**src/rtl/exc_unit_if.sv**
```systemverilog
// exc_unit_if: MEM-stage exception request, mtc0/mfc0 access and the
// flush/redirect handshake between the pipeline and exc_unit.
interface exc_unit_if;
    logic        m_valid;
    logic [31:0] m_pc;
    logic        m_in_delay;
    logic [7:0]  m_exc;
    logic [31:0] m_badaddr;
    logic        cp0_we;
    logic [4:0]  cp0_waddr;
    logic [31:0] cp0_wdata;
    logic [4:0]  cp0_raddr;
    logic [31:0] cp0_rdata;
    logic        flush;
    logic [31:0] redirect_pc;
    logic        redirect_ack;
    logic [4:0]  exc_code;

    modport master (
        output m_valid, m_pc, m_in_delay, m_exc, m_badaddr,
        output cp0_we, cp0_waddr, cp0_wdata, cp0_raddr, redirect_ack,
        input  cp0_rdata, flush, redirect_pc, exc_code
    );

    modport slave (
        input  m_valid, m_pc, m_in_delay, m_exc, m_badaddr,
        input  cp0_we, cp0_waddr, cp0_wdata, cp0_raddr, redirect_ack,
        output cp0_rdata, flush, redirect_pc, exc_code
    );
endinterface

```
**src/rtl/exc_unit.sv**
```systemverilog
// exc_unit: MEM-stage exception/interrupt controller with CP0 Status,
// Cause, EPC and BadVAddr, plus a held flush/redirect handshake to fetch.
// Optional Count/Compare timer is built when EXC_TIMER_EN is defined.
module exc_unit #(
    parameter int unsigned HW_INT_W    = 6,
    parameter int unsigned SYNC_STAGES = 2,
    parameter logic [31:0] EXC_VEC     = 32'hBFC0_0380
) (
    input  logic                clk,
    input  logic                resetn,
    input  logic [HW_INT_W-1:0] hw_int,
    exc_unit_if.slave           bus
);

    typedef enum logic {IDLE, FLUSH} state_t;

    state_t state_q, state_d;

    logic [HW_INT_W-1:0] sync_q [SYNC_STAGES];

    logic [7:0]  im_q;
    logic        exl_q;
    logic        ie_q;
    logic        bd_q;
    logic [1:0]  ip_sw_q;
    logic [4:0]  code_q;
    logic [31:0] epc_q;
    logic [31:0] badvaddr_q;
    logic [31:0] redirect_q;
    logic        ti;

    logic [7:0]  ip;
    logic [31:0] status_rd;
    logic [31:0] cause_rd;
    logic [31:0] count_rd;
    logic [31:0] compare_rd;
    logic        int_pending;
    logic        taken;
    logic        is_eret;
    logic [4:0]  code;
    logic        load_bad;
    logic [31:0] bad_val;
    logic        we_eff;

    // Shift the asynchronous interrupt lines through the synchroniser chain.
    always_ff @(posedge clk or negedge resetn) begin
        if (!resetn) begin
            for (int unsigned i = 0; i < SYNC_STAGES; i++) sync_q[i] <= '0;
        end else begin
            sync_q[0] <= hw_int;
            for (int unsigned i = 1; i < SYNC_STAGES; i++) sync_q[i] <= sync_q[i-1];
        end
    end

`ifdef EXC_TIMER_EN
    logic [31:0] count_q;
    logic [31:0] compare_q;
    logic        tog_q;
    logic        ti_q;

    // Count advances on every second edge; TI latches on Count==Compare.
    always_ff @(posedge clk or negedge resetn) begin
        if (!resetn) begin
            count_q   <= '0;
            compare_q <= '0;
            tog_q     <= 1'b0;
            ti_q      <= 1'b0;
        end else begin
            tog_q <= ~tog_q;
            if (tog_q) count_q <= count_q + 32'd1;
            if (count_q == compare_q) ti_q <= 1'b1;
            if (we_eff && bus.cp0_waddr == 5'd9) begin
                count_q <= bus.cp0_wdata;
                tog_q   <= 1'b0;
            end
            if (we_eff && bus.cp0_waddr == 5'd11) begin
                compare_q <= bus.cp0_wdata;
                ti_q      <= 1'b0;
            end
        end
    end

    assign ti         = ti_q;
    assign count_rd   = count_q;
    assign compare_rd = compare_q;
`else
    assign ti         = 1'b0;
    assign count_rd   = '0;
    assign compare_rd = '0;
`endif

    // Assemble the architectural views of Cause.IP, Status and Cause.
    always_comb begin
        ip = '0;
        ip[1:0] = ip_sw_q;
        ip[HW_INT_W+1:2] = sync_q[SYNC_STAGES-1];
        ip[7] = ip[7] | ti;
        status_rd = {9'b0, 1'b1, 6'b0, im_q, 6'b0, exl_q, ie_q};
        cause_rd  = {bd_q, ti, 14'b0, ip, 1'b0, code_q, 2'b0};
        int_pending = (|(ip & im_q)) & ie_q & ~exl_q;
    end

    // Prioritise interrupt and exception flags for the MEM-stage instruction.
    always_comb begin
        taken    = (state_q == IDLE) && bus.m_valid && (int_pending || (|bus.m_exc));
        is_eret  = 1'b0;
        code     = 5'h00;
        load_bad = 1'b0;
        bad_val  = bus.m_badaddr;
        if (int_pending) begin
            code = 5'h00;
        end else if (bus.m_exc[7]) begin
            code     = 5'h04;
            load_bad = 1'b1;
            bad_val  = bus.m_pc;
        end else if (bus.m_exc[6]) begin
            code = 5'h0a;
        end else if (bus.m_exc[5]) begin
            code = 5'h08;
        end else if (bus.m_exc[4]) begin
            code = 5'h09;
        end else if (bus.m_exc[3]) begin
            code = 5'h0c;
        end else if (bus.m_exc[2]) begin
            code     = 5'h04;
            load_bad = 1'b1;
        end else if (bus.m_exc[1]) begin
            code     = 5'h05;
            load_bad = 1'b1;
        end else begin
            is_eret = 1'b1;
        end
        we_eff = bus.cp0_we && !taken;
    end

    // Update CP0 registers on a taken event, otherwise apply mtc0.
    always_ff @(posedge clk or negedge resetn) begin
        if (!resetn) begin
            im_q       <= '0;
            exl_q      <= 1'b0;
            ie_q       <= 1'b0;
            bd_q       <= 1'b0;
            ip_sw_q    <= '0;
            code_q     <= '0;
            epc_q      <= '0;
            badvaddr_q <= '0;
            redirect_q <= '0;
        end else if (taken) begin
            if (is_eret) begin
                exl_q      <= 1'b0;
                redirect_q <= epc_q;
            end else begin
                code_q     <= code;
                exl_q      <= 1'b1;
                redirect_q <= EXC_VEC;
                if (!exl_q) begin
                    epc_q <= bus.m_in_delay ? bus.m_pc - 32'd4 : bus.m_pc;
                    bd_q  <= bus.m_in_delay;
                end
                if (load_bad) badvaddr_q <= bad_val;
            end
        end else if (we_eff) begin
            case (bus.cp0_waddr)
                5'd12: begin
                    im_q  <= bus.cp0_wdata[15:8];
                    exl_q <= bus.cp0_wdata[1];
                    ie_q  <= bus.cp0_wdata[0];
                end
                5'd13:   ip_sw_q <= bus.cp0_wdata[9:8];
                5'd14:   epc_q   <= bus.cp0_wdata;
                default: ;
            endcase
        end
    end

    // State register.
    always_ff @(posedge clk or negedge resetn) begin
        if (!resetn) state_q <= IDLE;
        else         state_q <= state_d;
    end

    // Next state: enter FLUSH on a taken event, leave on redirect_ack.
    always_comb begin
        state_d = state_q;
        case (state_q)
            IDLE:    if (taken) state_d = FLUSH;
            FLUSH:   if (bus.redirect_ack) state_d = IDLE;
            default: state_d = IDLE;
        endcase
    end

    // Outputs decoded from the registered state and CP0 registers.
    always_comb begin
        bus.flush       = (state_q == FLUSH);
        bus.redirect_pc = redirect_q;
        bus.exc_code    = code_q;
    end

    // mfc0 read mux; unmapped addresses read zero.
    always_comb begin
        case (bus.cp0_raddr)
            5'd8:    bus.cp0_rdata = badvaddr_q;
            5'd9:    bus.cp0_rdata = count_rd;
            5'd11:   bus.cp0_rdata = compare_rd;
            5'd12:   bus.cp0_rdata = status_rd;
            5'd13:   bus.cp0_rdata = cause_rd;
            5'd14:   bus.cp0_rdata = epc_q;
            default: bus.cp0_rdata = '0;
        endcase
    end

endmodule

```
**src/flat_wrapper.sv**
```systemverilog
// flat-port wrapper written by rule: the top's interface ports become plain ports
module exc_unit_flat 
#(
    parameter int unsigned HW_INT_W    = 6,
    parameter int unsigned SYNC_STAGES = 2,
    parameter logic [31:0] EXC_VEC     = 32'hBFC0_0380
)
  (clk, resetn, hw_int, bus_m_valid, bus_m_pc, bus_m_in_delay, bus_m_exc, bus_m_badaddr, bus_cp0_we, bus_cp0_waddr, bus_cp0_wdata, bus_cp0_raddr, bus_redirect_ack, bus_cp0_rdata, bus_flush, bus_redirect_pc, bus_exc_code);
  exc_unit_if bus_i ();
  input  logic clk;
  input  logic resetn;
  input  logic [HW_INT_W-1:0] hw_int;
  input wire logic [$bits(bus_i.m_valid)-1:0] bus_m_valid;
  input wire logic [$bits(bus_i.m_pc)-1:0] bus_m_pc;
  input wire logic [$bits(bus_i.m_in_delay)-1:0] bus_m_in_delay;
  input wire logic [$bits(bus_i.m_exc)-1:0] bus_m_exc;
  input wire logic [$bits(bus_i.m_badaddr)-1:0] bus_m_badaddr;
  input wire logic [$bits(bus_i.cp0_we)-1:0] bus_cp0_we;
  input wire logic [$bits(bus_i.cp0_waddr)-1:0] bus_cp0_waddr;
  input wire logic [$bits(bus_i.cp0_wdata)-1:0] bus_cp0_wdata;
  input wire logic [$bits(bus_i.cp0_raddr)-1:0] bus_cp0_raddr;
  input wire logic [$bits(bus_i.redirect_ack)-1:0] bus_redirect_ack;
  output wire logic [$bits(bus_i.cp0_rdata)-1:0] bus_cp0_rdata;
  output wire logic [$bits(bus_i.flush)-1:0] bus_flush;
  output wire logic [$bits(bus_i.redirect_pc)-1:0] bus_redirect_pc;
  output wire logic [$bits(bus_i.exc_code)-1:0] bus_exc_code;
  assign bus_i.m_valid = bus_m_valid;
  assign bus_i.m_pc = bus_m_pc;
  assign bus_i.m_in_delay = bus_m_in_delay;
  assign bus_i.m_exc = bus_m_exc;
  assign bus_i.m_badaddr = bus_m_badaddr;
  assign bus_i.cp0_we = bus_cp0_we;
  assign bus_i.cp0_waddr = bus_cp0_waddr;
  assign bus_i.cp0_wdata = bus_cp0_wdata;
  assign bus_i.cp0_raddr = bus_cp0_raddr;
  assign bus_i.redirect_ack = bus_redirect_ack;
  assign bus_cp0_rdata = bus_i.cp0_rdata;
  assign bus_flush = bus_i.flush;
  assign bus_redirect_pc = bus_i.redirect_pc;
  assign bus_exc_code = bus_i.exc_code;
  exc_unit #(.HW_INT_W(HW_INT_W), .SYNC_STAGES(SYNC_STAGES), .EXC_VEC(EXC_VEC)) u_core (.clk(clk), .resetn(resetn), .hw_int(hw_int), .bus(bus_i));
endmodule
```
**config.mk**
```make
export PLATFORM = sky130hd
export DESIGN_NAME = exc_unit_flat
export DESIGN_NICKNAME = d
export VERILOG_FILES = /design/src/rtl/exc_unit_if.sv /design/src/rtl/exc_unit.sv /design/src/flat_wrapper.sv
export SDC_FILE = /design/constraint.sdc
export NUM_CORES = 1
export LEC_CHECK = 0
export ABC_AREA = 1
export BUFFER_PORTS_ARGS = -buffer_cell sky130_fd_sc_hd__buf_2
export CORE_UTILIZATION = 25
export CTS_BUF_LIST = sky130_fd_sc_hd__clkbuf_4
export DETAILED_ROUTE_END_ITERATION = 7
export PLACE_DENSITY = 0.49
export SYNTH_ARGS = -nofsm -noshare
export SYNTH_HDL_FRONTEND = slang
export SYNTH_SLANG_ARGS = --single-unit
```
**constraint.sdc**
```tcl
create_clock -name clk -period 3.05 [get_ports clk]
set_clock_uncertainty 0.1 [all_clocks]
set_input_delay 0.61 -clock clk [delete_from_list [all_inputs] [get_ports clk]]
set_output_delay 0.61 -clock clk [all_outputs]
set_load 0.05 [all_outputs]
```
Yosys cells after proc, flatten, opt, wreduce, memory -nomap -nowiden
Cells that the tools add are included.
- register bits after elaboration: 127
- output and inout bits: 70
- word-level logic and storage cells: 87
- add/subtract/negate cells: 1
- equal/unequal tests: 9
- mux-type cells: 41
- bitwise gates (word level): 7
- reductions and logical operators: 17
- operators by type and width (operator ; number):
    32-bit 2-to-1 mux ; 9
    32-bit case mux with 4 select lines ; 1
    5-bit by 4-bit equality test with 1-bit output, second input constant ; 7
    5-bit 2-to-1 mux ; 7
    32-bit by 3-bit subtractor with 32-bit output, second input constant ; 1
    1-bit 2-to-1 mux ; 22
    8-bit OR reduction ; 2
    3-bit AND reduction ; 4
    8-bit AND ; 1
    2-bit nonzero test ; 3
    2-bit inequality test, second input constant ; 2
    1-bit NOT ; 4
    2-bit AND reduction ; 2
    4-bit AND reduction ; 1
    1-bit logical AND ; 3
    3-bit 2-to-1 mux ; 1
    1-bit AND ; 2
    1-bit case mux with 2 select lines ; 1
    1-bit logical NOT ; 1
    1-bit logical OR ; 1

Longest topological paths before layout
Gate-level depths: netlist (run 1).
- depth after elaboration: 10
- mapped depth: 13
- mapped depth without buffers: 13

Worst setup path before layout (run 1)
No wires, ideal clock.
- path kind: input port to output port
- from: input port bus_cp0_raddr[0]
- to: output port bus_cp0_rdata[30]
- data arrival time: 1.972 ns
- data required time: 2.340 ns
- path slack: 0.368 ns
- stages on the path: 3
- cell sequence: nor2_1 nand4_1 o21ai_0
- cells in the longest elaborated chain, start to end: 2
- ends and longest elaborated chain (element ; line ; RTL):
    start, declared ; flat_wrapper.sv:21 ; input wire logic [$bits(bus_i.cp0_raddr)-1:0] bus_cp0_raddr;
    5-bit by 4-bit equality test with 1-bit output ; exc_unit.sv:201 ; case (bus.cp0_raddr)
    32-bit case mux with 4 select lines * ; exc_unit.sv:201 ;
    end, declared ; flat_wrapper.sv:23 ; output wire logic [$bits(bus_i.cp0_rdata)-1:0] bus_cp0_rdata;
Mark *: on every way between the ends. The rest lies on a longest branch, timed or not.

Final worst setup path (run 1)
Same ends and word-level chain as after synthesis.

==> results of run 1 <==
worst paths after layout:
check / startpoint / end / slack [ns] / cells after the start
min in group asynchronous: resetn / u_core.bus.exc_code[0]$_DFFE_PN0P_ / 0.48 / 2
worst min register to register: u_core.sync_q[8]$_DFF_PN0_ / u_core.cause_rd[12]$_DFF_PN0_ / 0.26 / 0
worst min-delay path: hw_int[5] / u_core.sync_q[11]$_DFF_PN0_ / 0.05 / 1
worst max register to register: u_core.cause_rd[14]$_DFF_PN0_ / u_core.epc_q[11]$_DFFE_PN0P_ / 0.50 / 11
max in group asynchronous: resetn / u_core.badvaddr_q[31]$_DFFE_PN0P_ / 1.47 / 3
worst max-delay path: bus_cp0_raddr[0] / bus_cp0_rdata[30] / 0.34 / 8
state kept, by name, summed over array words and instances, names as in the netlist:
register / cells
u_core.bus.flush: 1
u_core.bus.exc_code: 4
u_core.bus.redirect_pc: 32
u_core.im_q: 8
u_core.ip_sw_q: 2
u_core.badvaddr_q: 32
u_core.epc_q: 32
u_core.bd_q: 1
u_core.ie_q: 1
u_core.cause_rd: 6
u_core.sync_q: 6
u_core.exl_q: 1
routing by layer:
layer,vias up,routed length (um)
met2,204,12000
met3,16,1220
met1,3423,13500
met5,-,0
met4,0,395
li1,3627,-
worst max-delay path: stages:
cell and delay, ns:
buf_2 0.10, nor2_1 0.18, nand2_1 0.10, nor2_2 0.15, buf_12 0.20, nand2_1 0.07
o21ai_0 0.21, buf_2 0.36
power by group:
part	switching, mW	total (mW)	internal [mW]
Sequential	0.410	2.49	2.08
Clock	0.684	1.26	0.577
Combinational	0.940	1.38	0.443
cells by family (layout without fill, tap and decap cells):
logic type | count (synthesis) | in the layout | synth area share
compound gates | 163 | 163 | 0.125
fa+ha+maj | 1 | 1 | 0.00174
simple gates | 566 | 566 | 0.327
other cells | 1 | 6 | 0.000521
buf+inv | 151 | 345 | 0.0956
xor+xnor | 10 | 10 | 0.0122
flops | 126 | 126 | 0.438
cells in the final DEF, fill, tap and decap left out, types with 2 or more instances in the layout:
cell	synthesis	layout
a21oi_1	2	2
a22o_1	15	15
buf_12	0	4
buf_2	19	193
buf_4	13	13
bufinv_16	0	3
clkbuf_4	0	18
clkinv_1	2	2
clkinv_4	0	2
clkinvlp_4	0	4
dfrtp_1	126	126
diode_2	0	5
dlygate4sd3_1	0	5
inv_1	95	95
inv_2	2	2
inv_6	0	3
nand2_1	378	378
nand2_2	5	5
nand2_4	5	5
nand3_1	69	69
nand4_1	20	20
nor2_1	78	77
nor2_2	4	5
nor3_1	3	3
o211ai_1	3	3
o21ai_0	105	105
o21ai_1	34	34
xor2_1	10	10
layout make-up:
class	count	area, um^2	area share
inverter	100	378	0.0426
clock inverter	12	164	0.0185
timing repair buffer	215	1190	0.135
tap	378	473	0.0533
multi-input combinational	741	3360	0.379
antenna	5	12.5	0.00141
clock buffer	18	135	0.0152
sequential	126	3150	0.356
stage by stage:
stage	cells	total power, mW	setup slack [ns]
finish	1595	5.14	0.338
global route	1595	5.47	0.235
CTS	1586	5.17	0.332
detailed placement	1555	3.89	0.336
global placement	1555	3.89	0.365
floorplan	1018	3.34	0.368
==> key figures, run 1 <==
Critical path
  – WP data required: 2.34 ns
  – CP Launch Type: primary input
  – CP Capture Type: output pin
  – CP Data Arrival Time: 2.00 ns
  – Critical Path Fanout Max: 32
  – Setup CP Type: in2out

Synth
  – Synth top cells by count: nand2_1, dfrtp_1, o21ai_0, inv_1, nor2_1
  – Syn_area_per_cell: 7.07 um^2
  – Mapped Cells: 1018
  – Top-count cell post-synth: nand2_1
  – Net count after synthesis: 1145
  – Synth area leaders: dfrtp_1, nand2_1, o21ai_0, inv_1, nand3_1
  – Syn Std Cell Area: 7200 um^2
  – Top-area cell type share of the netlist area: 0.438
  – FF+latch count, synth: 126
  – Distinct cells, synth: 34
  – Cell taking the most area after synthesis: dfrtp_1
  – Post-synthesis sequential area ratio: 0.438
  – Primary FF master, synth: dfrtp_1
  – Async S/R FF share, synth: 1.00
  – Ys Warns: 0
  – EDFF count, synth: 0

Power
  – Leak pwr: 4.69 nW
  – Pwr per Cell Area: 579 nW/um^2
  – Peak VDD IR: 0.000240 V

Detailed routing
  – Final ANT Viol Nets: 0
  – Vias: 7270
  – Remaining DRCs: 0
  – DRT iter0 DRCs: 487
  – Routed WL: 27100 um
  – DR WL/cell: 17.0 um
  – Vias per std cell: 4.56
  – Drt first pass iters: 7

Timing
  – Fin. max-slew vios: 0
  – Final setup fails: 0
  – Fmax: 369 MHz
  – Slew @ Worst Pin: 0.788 ns
  – Hold Worst Slack: 0.0542 ns
  – Max-slew headroom: 0.473
  – Final setup TNS: 0 ns
  – RSZ-0062 raised after global routing: false
  – Endpoints failing hold: 0
  – Fin crit share: 0.889
  – Minimum clock period: 2.71 ns

Global route
  – M2 GR Usage: 0.281
  – Largest net degree at the start of global routing: 65
  – Met3 Track Usage GR: 0.0343
  – GRT Resource Usage Total: 0.188
  – Initial antenna violation count: 5
  – Met1 Resource Use GR: 0.272
  – Vias in the first global route: 6920
  – Grt peak-use layer: met2
  – First-pass GRT wire length: 40900 um
  – Gr ovfl total: 0

Clocking
  – Num Clock Sinks: 126
  – Post_cts resized: 0
  – Clk Latency, worst-skew pair: 0.57 ns
  – # H-tree levels: 4
  – CTS tree: yes
  – Worst-path clk slew: 0.12 ns
  – CTS Buf Count: 17
  – Post-CTS setup buffer count: 0
  – Hold Buf Count CTS: 1
  – Root Driver: clkbuf_4
  – CTS Buffer Depth: 2

Die
  – Std cell rows: 61
  – I/O pin total: 196
  – Die width: 172 um
  – Initial core utilization: 0.256
  – Placeable Area: 28100 um^2
  – Die Y: 172 um
  – Die area: 29500 um^2

Finish
  – Fraction of layout cells with a size suffix above 1: 0.216
  – Final core occ: 0.316
  – Fill cells: 3219
  – Final Net Count: 1328
  – Final Cell Area: 8870 um^2
  – Area Growth Syn to Fin: 23.2%

Place
  – Port bufs: 194
  – RePlAce Congestion: 0.873
  – Final HPWL DP: 21400 um
  – Placed Area: 8510 um^2

Worst hold path
  – Hold/Removal Path Class: in2reg

Run status
  – Status: complete, no violations

Job
  – MaxCap Viol Count: 0
Note: power is estimated with default switching activity, not from simulation.
==> run 2, diff against run 1 <==
--- a/config.mk
+++ b/config.mk
@@ -7,10 +7,12 @@
 export LEC_CHECK = 0
 export ABC_AREA = 1
 export BUFFER_PORTS_ARGS = -buffer_cell sky130_fd_sc_hd__buf_2
+export CELL_PAD_IN_SITES_DETAIL_PLACEMENT = 1
+export CELL_PAD_IN_SITES_GLOBAL_PLACEMENT = 1
 export CORE_UTILIZATION = 25
 export CTS_BUF_LIST = sky130_fd_sc_hd__clkbuf_4
 export DETAILED_ROUTE_END_ITERATION = 7
-export PLACE_DENSITY = 0.49
+export PLACE_DENSITY = 0.63
 export SYNTH_ARGS = -nofsm -noshare
 export SYNTH_HDL_FRONTEND = slang
 export SYNTH_SLANG_ARGS = --single-unit
==> run 2 against run 1 <==
  * Clock power down 6%
  * Global-route usage rose by 1.2 points
  * Setup slack got worse by 0.098 ns
  * Wire length up 5.3%
  * Register-to-register slack better by 0.04 ns
  * Sequential power is 3% higher
  * Count of clock-buffer cells in the layout down 1
  * Critical path type unchanged
  * Largest power group unchanged
  * Highest routed layer unchanged
==> key figures, run 2 (synthesis results as in run 1) <==
Run status
  – Status: complete, no violations

Global route
  – First-pass GRT wire length: 43900 um (+7.4%)
  – Met3 Track Usage GR: 0.0290 (-0.00529)
  – Vias in the first global route: 7405 (+7.0%)
  – Gr ovfl total: 0 (unchanged)
  – Initial antenna violation count: 3 (-2)
  – Grt peak-use layer: met2
  – Largest net degree at the start of global routing: 67 (+3.1%)
  – Met1 Resource Use GR: 0.287 (+0.0151)
  – M2 GR Usage: 0.311 (+0.0297)
  – GRT Resource Usage Total: 0.201 (+0.0122)

Place
  – RePlAce Congestion: 0.859 (-1.6%)
  – Placed Cells incl. Taps: 1556 (+0.064%)
  – Final HPWL DP: 22700 um (+6.4%)
  – Port bufs: 194 (unchanged)
  – Placed Area: 8580 um^2 (+0.91%)

Finish
  – Area Growth Syn to Fin: 23.5%
  – Commonest cells after routing, fill and taps aside: nand2_1, buf_2, dfrtp_1, o21ai_0, inv_1
  – Fraction of layout cells with a size suffix above 1: 0.219 (+0.00248)
  – Fill cells: 3630 (+13%)
  – Commonest non-fill, non-tap cell in the layout: nand2_1
  – Seq. cell area: 3150 um^2 (unchanged)
  – Non-Filler Instances: 1593 (-0.13%)
  – Final Cell Area: 8890 um^2 (+0.25%)
  – Final core occ: 0.317 (+0.000802)
  – Final Net Count: 1326 (-0.15%)
  – Multi-input combinational cell area: 3360 um^2 (unchanged)

Detailed routing
  – Routed WL: 28600 um (+5.3%)
  – DR WL/cell: 17.9 um (+5.4%)
  – DRT iter0 DRCs: 422 (-13%)
  – Drt first pass iters: 4 (-3)
  – Final ANT Viol Nets: 0 (unchanged)
  – Vias: 7225 (-0.62%)
  – Remaining DRCs: 0 (unchanged)
  – Vias per std cell: 4.54 (-0.49%)

Die
  – Die Y: 172 um (unchanged)
  – Die area: 29500 um^2 (unchanged)
  – Die width: 172 um (unchanged)
  – I/O pin total: 196 (unchanged)
  – Initial core utilization: 0.256 (unchanged)
  – Placeable Area: 28100 um^2 (unchanged)
  – Std cell rows: 61 (unchanged)

Clocking
  – # H-tree levels: 4 (unchanged)
  – CTS Buf Count: 17 (unchanged)
  – CTS tree: yes
  – Post_cts resized: 0 (unchanged)
  – Clk Latency, worst-skew pair: 0.56 ns (about the same)
  – Root Driver: clkbuf_4
  – CTS Buffer Depth: 2 (unchanged)
  – Worst-path clk slew: 0.15 ns (+0.03 ns)
  – Num Clock Sinks: 126 (unchanged)

Critical path
  – CP Data Arrival Time: 2.10 ns (+0.10 ns)
  – CP Capture Type: output pin
  – CP Launch Type: primary input
  – R2R Setup Slk: 0.54 ns (+0.04 ns)
  – Setup CP Type: in2out
  – Critical Path Fanout Max: 16 (-50%)
  – WP data required: 2.34 ns (about the same)

Timing
  – Final setup TNS: 0 ns (unchanged)
  – Endpoints failing hold: 0 (unchanged)
  – Fin. max-slew vios: 0 (unchanged)
  – Minimum clock period: 2.81 ns (+0.0983 ns)
  – Final setup fails: 0 (unchanged)
  – Fin crit share: 0.921 (+0.0322)
  – Max-slew headroom: 0.576 (+0.102)
  – Slew @ Worst Pin: 0.630 ns (-0.158 ns)
  – RSZ-0062 raised after global routing: false
  – Fmax: 356 MHz (-3.5%)

Worst hold path
  – Hold/Removal Path Class: in2reg

Job
  – MaxCap Viol Count: 0 (unchanged)

Power
  – Peak VDD IR: 0.000204 V (-15%)
  – Pwr per Cell Area: 579 nW/um^2 (about the same)
  – Leak pwr: 4.70 nW (+0.33%)
-- run 2: changes by cell type in the layout (fill, tap and decap cells not counted), sizes merged --
cell,delta
inv,+5
dlygate4sd3,-3
bufinv,-2
clkinvlp,-3
clkbuf,-1
diode,-2
clkinv,+3
buf,+1
-- run 2: worst max-delay path, cell delays in order --
cell	delay (ns)
buf_2	0.11
nor2_1	0.20
nand4_1	0.27
inv_1	0.15
buf_4	0.23
a22o_1	0.23
buf_2	0.30
-- run 2: through the flow --
| step | total power, mW | hold slack, ns | worst slack (ns) |
|---|---|---|---|
| finish | 5.15 | 0.0467 | 0.240 |
| CTS | 5.20 | 0.000777 | 0.247 |
| floorplan | 3.34 | 0.214 | 0.368 |
| global placement | 3.98 | 0.234 | 0.318 |
| global route | 5.48 | 0.00130 | 0.157 |
| detailed placement | 4.00 | 0.236 | 0.249 |
-- run 2: area by class of cell --
| type | count | area share |
|---|---|---|
| Multi-Input combinational cell | 741 | 0.378 |
| Sequential cell | 126 | 0.355 |
| Timing Repair Buffer | 213 | 0.140 |
| Tap cell | 378 | 0.0532 |
| Inverter | 100 | 0.0425 |
| Clock inverter | 15 | 0.0170 |
| Clock buffer | 17 | 0.0144 |
| Antenna cell | 3 | 0.000844 |
-- run 2: what timing repair did --
action | in CTS | in global routing
buffers inserted | 0 | 0
hold buffers | 1 | 1
endpoints found under the hold margin | 37 | 1
-- run 2: metal layers --
layer,vias to the layer above,part of all wire
met5,-,0
met4,0,0.018
met3,24,0.038
met2,155,0.45
met1,3419,0.50
li1,3627,-
-- run 2: power breakdown --
group	leakage [nW]	internal, mW	total [mW]	switching (mW)
clock network	0.153	0.433	1.19	0.753
logic	2.96	0.450	1.40	0.950
registers	1.59	2.08	2.56	0.480
-- run 2: path summary, 6_finish.rpt --
kind	from	endpoint	cells past startpoint
max in group asynchronous	resetn	u_core.bus.redirect_pc[19]$_DFFE_PN0N_	3
min	hw_int[0]	u_core.sync_q[6]$_DFF_PN0_	1
min reg2reg	u_core.sync_q[9]$_DFF_PN0_	u_core.cause_rd[13]$_DFF_PN0_	0
min in group asynchronous	resetn	u_core.badvaddr_q[9]$_DFFE_PN0P_	2
max reg2reg	u_core.im_q[1]$_DFFE_PN0P_	u_core.epc_q[25]$_DFFE_PN0P_	12
max	bus_cp0_raddr[0]	bus_cp0_rdata[7]	7
==> run 3, diff against run 2 <==
==> constraint.sdc (replaced) <==
create_clock -name clk -period 2.8 [get_ports clk]
set_clock_uncertainty 0.1 [all_clocks]
set_input_delay 0.56 -clock clk [delete_from_list [all_inputs] [get_ports clk]]
set_output_delay 0.56 -clock clk [all_outputs]
set_load 0.05 [all_outputs]
==> run 3 against run 2 <==
  * Critical path depth is 1 higher
  * Utilization increased by 0.43 points
  * Die area unchanged
  * Hold slack better by 0.10 ns
  * Register-to-register slack lost 0.07 ns
  * Count of clock-buffer cells in the layout is the same
  * Power up 8.2%
  * Sequential share of layout area is 0.47 points lower
  * Setup slack got worse by 0.044 ns
  * Wire length grew 0.56%
  * Combinational power increased by 11%
  * Largest cell class unchanged
  * Largest power group unchanged
==> key figures, run 3 (synthesis results as in run 1) <==
Timing
  – Fin. max-slew vios: 0 (unchanged)
  – Fmax: 384 MHz
  – RSZ-0062 raised after global routing: false
  – Fin crit share: 0.930
  – Setup ws final: 0.196 ns (-0.0440 ns)
  – Hold Worst Slack: 0.146 ns (+0.0996 ns)
  – Endpoints failing hold: 0 (unchanged)
  – Final setup fails: 0 (unchanged)
  – Minimum clock period: 2.60 ns
  – Final setup TNS: 0 ns (unchanged)

Detailed routing
  – Drt first pass iters: 5 (+1)
  – DRT iter0 DRCs: 285 (-32%)
  – Vias: 7378 (+2.1%)
  – Final ANT Viol Nets: 0 (unchanged)
  – Routed WL: 28700 um (+0.56%)
  – DR WL/cell: 17.9 um (-0.44%)
  – Vias per std cell: 4.59 (+1.1%)
  – Remaining DRCs: 0 (unchanged)

Power
  – Peak VDD IR: 0.000215 V (+5.5%)
  – Leak pwr: 4.75 nW (+1.1%)
  – Pwr per Cell Area: 618 nW/um^2 (+6.8%)
  – Total power draw: 5.57 mW (+8.2%)

Critical path
  – Worst-path cell chain: buf_2, nor2_1, nand4_1, inv_1, buf_4, nand2_1, o211ai_1, buf_2
  – Slowest stage cell on the critical path: buf_2
  – Cell mode on critical path: buf_2
  – CP Launch Type: primary input
  – Slowest stage delay, CP: 0.29 ns (about the same)
  – Critical Path Fanout Max: 10 (-6)
  – CP Capture Type: output pin
  – WP data required: 2.14 ns (-0.20 ns)
  – CP Data Arrival Time: 1.94 ns (-0.16 ns)
  – Setup CP Type: in2out

Global route
  – Vias in the first global route: 7623 (+2.9%)
  – Initial antenna violation count: 3 (unchanged)
  – First-pass GRT wire length: 44300 um (+0.90%)
  – Gr ovfl total: 0 (unchanged)
  – Largest net degree at the start of global routing: 65 (-3.0%)
  – GRT Resource Usage Total: 0.202 (+0.00169)

Clocking
  – CTS Buf Count: 17 (unchanged)
  – Worst-path clk slew: 0.14 ns (about the same)
  – # H-tree levels: 4 (unchanged)
  – Post_cts resized: 0 (unchanged)
  – Root Driver: clkbuf_4
  – Clk Latency, worst-skew pair: 0.58 ns (+0.02 ns)
  – Post-CTS setup buffer count: 0 (unchanged)
  – CTS tree: yes
  – Hold Buf Count CTS: 8 (+7)
  – Num Clock Sinks: 126 (unchanged)
  – CTS Buffer Depth: 2 (unchanged)

Place
  – Place WS: 0.174 ns (-0.0757 ns)
  – Port bufs: 194 (unchanged)
  – RePlAce Congestion: 0.856 (-0.34%)
  – Placed Area: 8650 um^2 (+0.79%)
  – Placed Cells incl. Taps: 1565 (+0.58%)
  – Final HPWL DP: 23500 um (+3.2%)

Finish
  – Fill cells: 3623 (-0.19%)
  – Area Growth Syn to Fin: 25.2%
  – Fraction of layout cells with a size suffix above 1: 0.223 (+0.00466)
  – Final core occ: 0.321 (+0.00428)
  – Final Cell Area: 9010 um^2 (+1.4%)
  – Commonest non-fill, non-tap cell in the layout: nand2_1
  – Final Net Count: 1341 (+1.1%)
  – Commonest cells after routing, fill and taps aside: nand2_1, buf_2, dfrtp_1, o21ai_0, inv_1
  – Non-Filler Instances: 1609 (+1.0%)

Worst hold path
  – Hold/Removal Path Class: in2reg

Die
  – Die width: 172 um (unchanged)
  – Placeable Area: 28100 um^2 (unchanged)
  – Std cell rows: 61 (unchanged)
  – I/O pin total: 196 (unchanged)
  – Die Y: 172 um (unchanged)
  – Die area: 29500 um^2 (unchanged)
  – Initial core utilization: 0.256 (unchanged)

Run status
  – Status: complete, no violations

Job
  – MaxCap Viol Count: 0 (unchanged)
[run 3: cell count changes in the layout (fill, tap and decap cells not counted), sizes merged]
| cell | before | now |
|---|---|---|
| clkinvlp | 1 | 4 |
| buf | 211 | 220 |
| dlygate4sd3 | 2 | 8 |
| diode | 3 | 4 |
| clkinv | 7 | 2 |
| bufinv | 1 | 0 |
| inv | 106 | 109 |
[run 3: path summary, 6_finish.rpt]
kind                       depth (start not counted)                  startpoint                                 to  slack, ns
setup / recovery                                   8            bus_cp0_raddr[0]                   bus_cp0_rdata[2]       0.20
hold / removal                                     3           bus_cp0_wdata[11]         u_core.im_q[3]$_DFFE_PN0P_       0.15
setup reg to reg                                  12  u_core.im_q[6]$_DFFE_PN0P_        u_core.epc_q[4]$_DFFE_PN0P_       0.47
hold reg to reg                                    0  u_core.sync_q[6]$_DFF_PN0_      u_core.cause_rd[10]$_DFF_PN0_       0.27
max in group asynchronous                          3                      resetn  u_core.badvaddr_q[18]$_DFFE_PN0P_       1.61
min in group asynchronous                          2                      resetn   u_core.badvaddr_q[2]$_DFFE_PN0P_       0.34
[run 3: layout make-up]
type	instances	area (um^2)	area share
well taps	378	473	0.0525
flip-flops and latches	126	3150	0.350
multi-input cells	741	3360	0.373
repair buffers	228	1370	0.152
inverters	100	378	0.0419
clock buffers	17	128	0.0142
diodes	4	10.0	0.00111
clock inverters	15	141	0.0157
[run 3: critical path: cells and delay by family]
family          cells  cell delay, ns
buf+inv             4            0.82
simple gates        3            0.46
compound gates      1            0.10
[run 3: where the power goes]
| part | internal, mW | total (mW) | switching (mW) | leakage [nW] |
|---|---|---|---|---|
| clock network | 0.397 | 1.26 | 0.858 | 0.138 |
| logic | 0.512 | 1.55 | 1.04 | 3.03 |
| registers | 2.27 | 2.76 | 0.491 | 1.59 |
[run 3: per-layer routing]
| metal | GRT usage | share of wire |
|---|---|---|
| met5 | 0 | 0 |
| met4 | 0.0699 | 0.027 |
| met3 | 0.0285 | 0.035 |
| met2 | 0.314 | 0.45 |
| met1 | 0.285 | 0.49 |
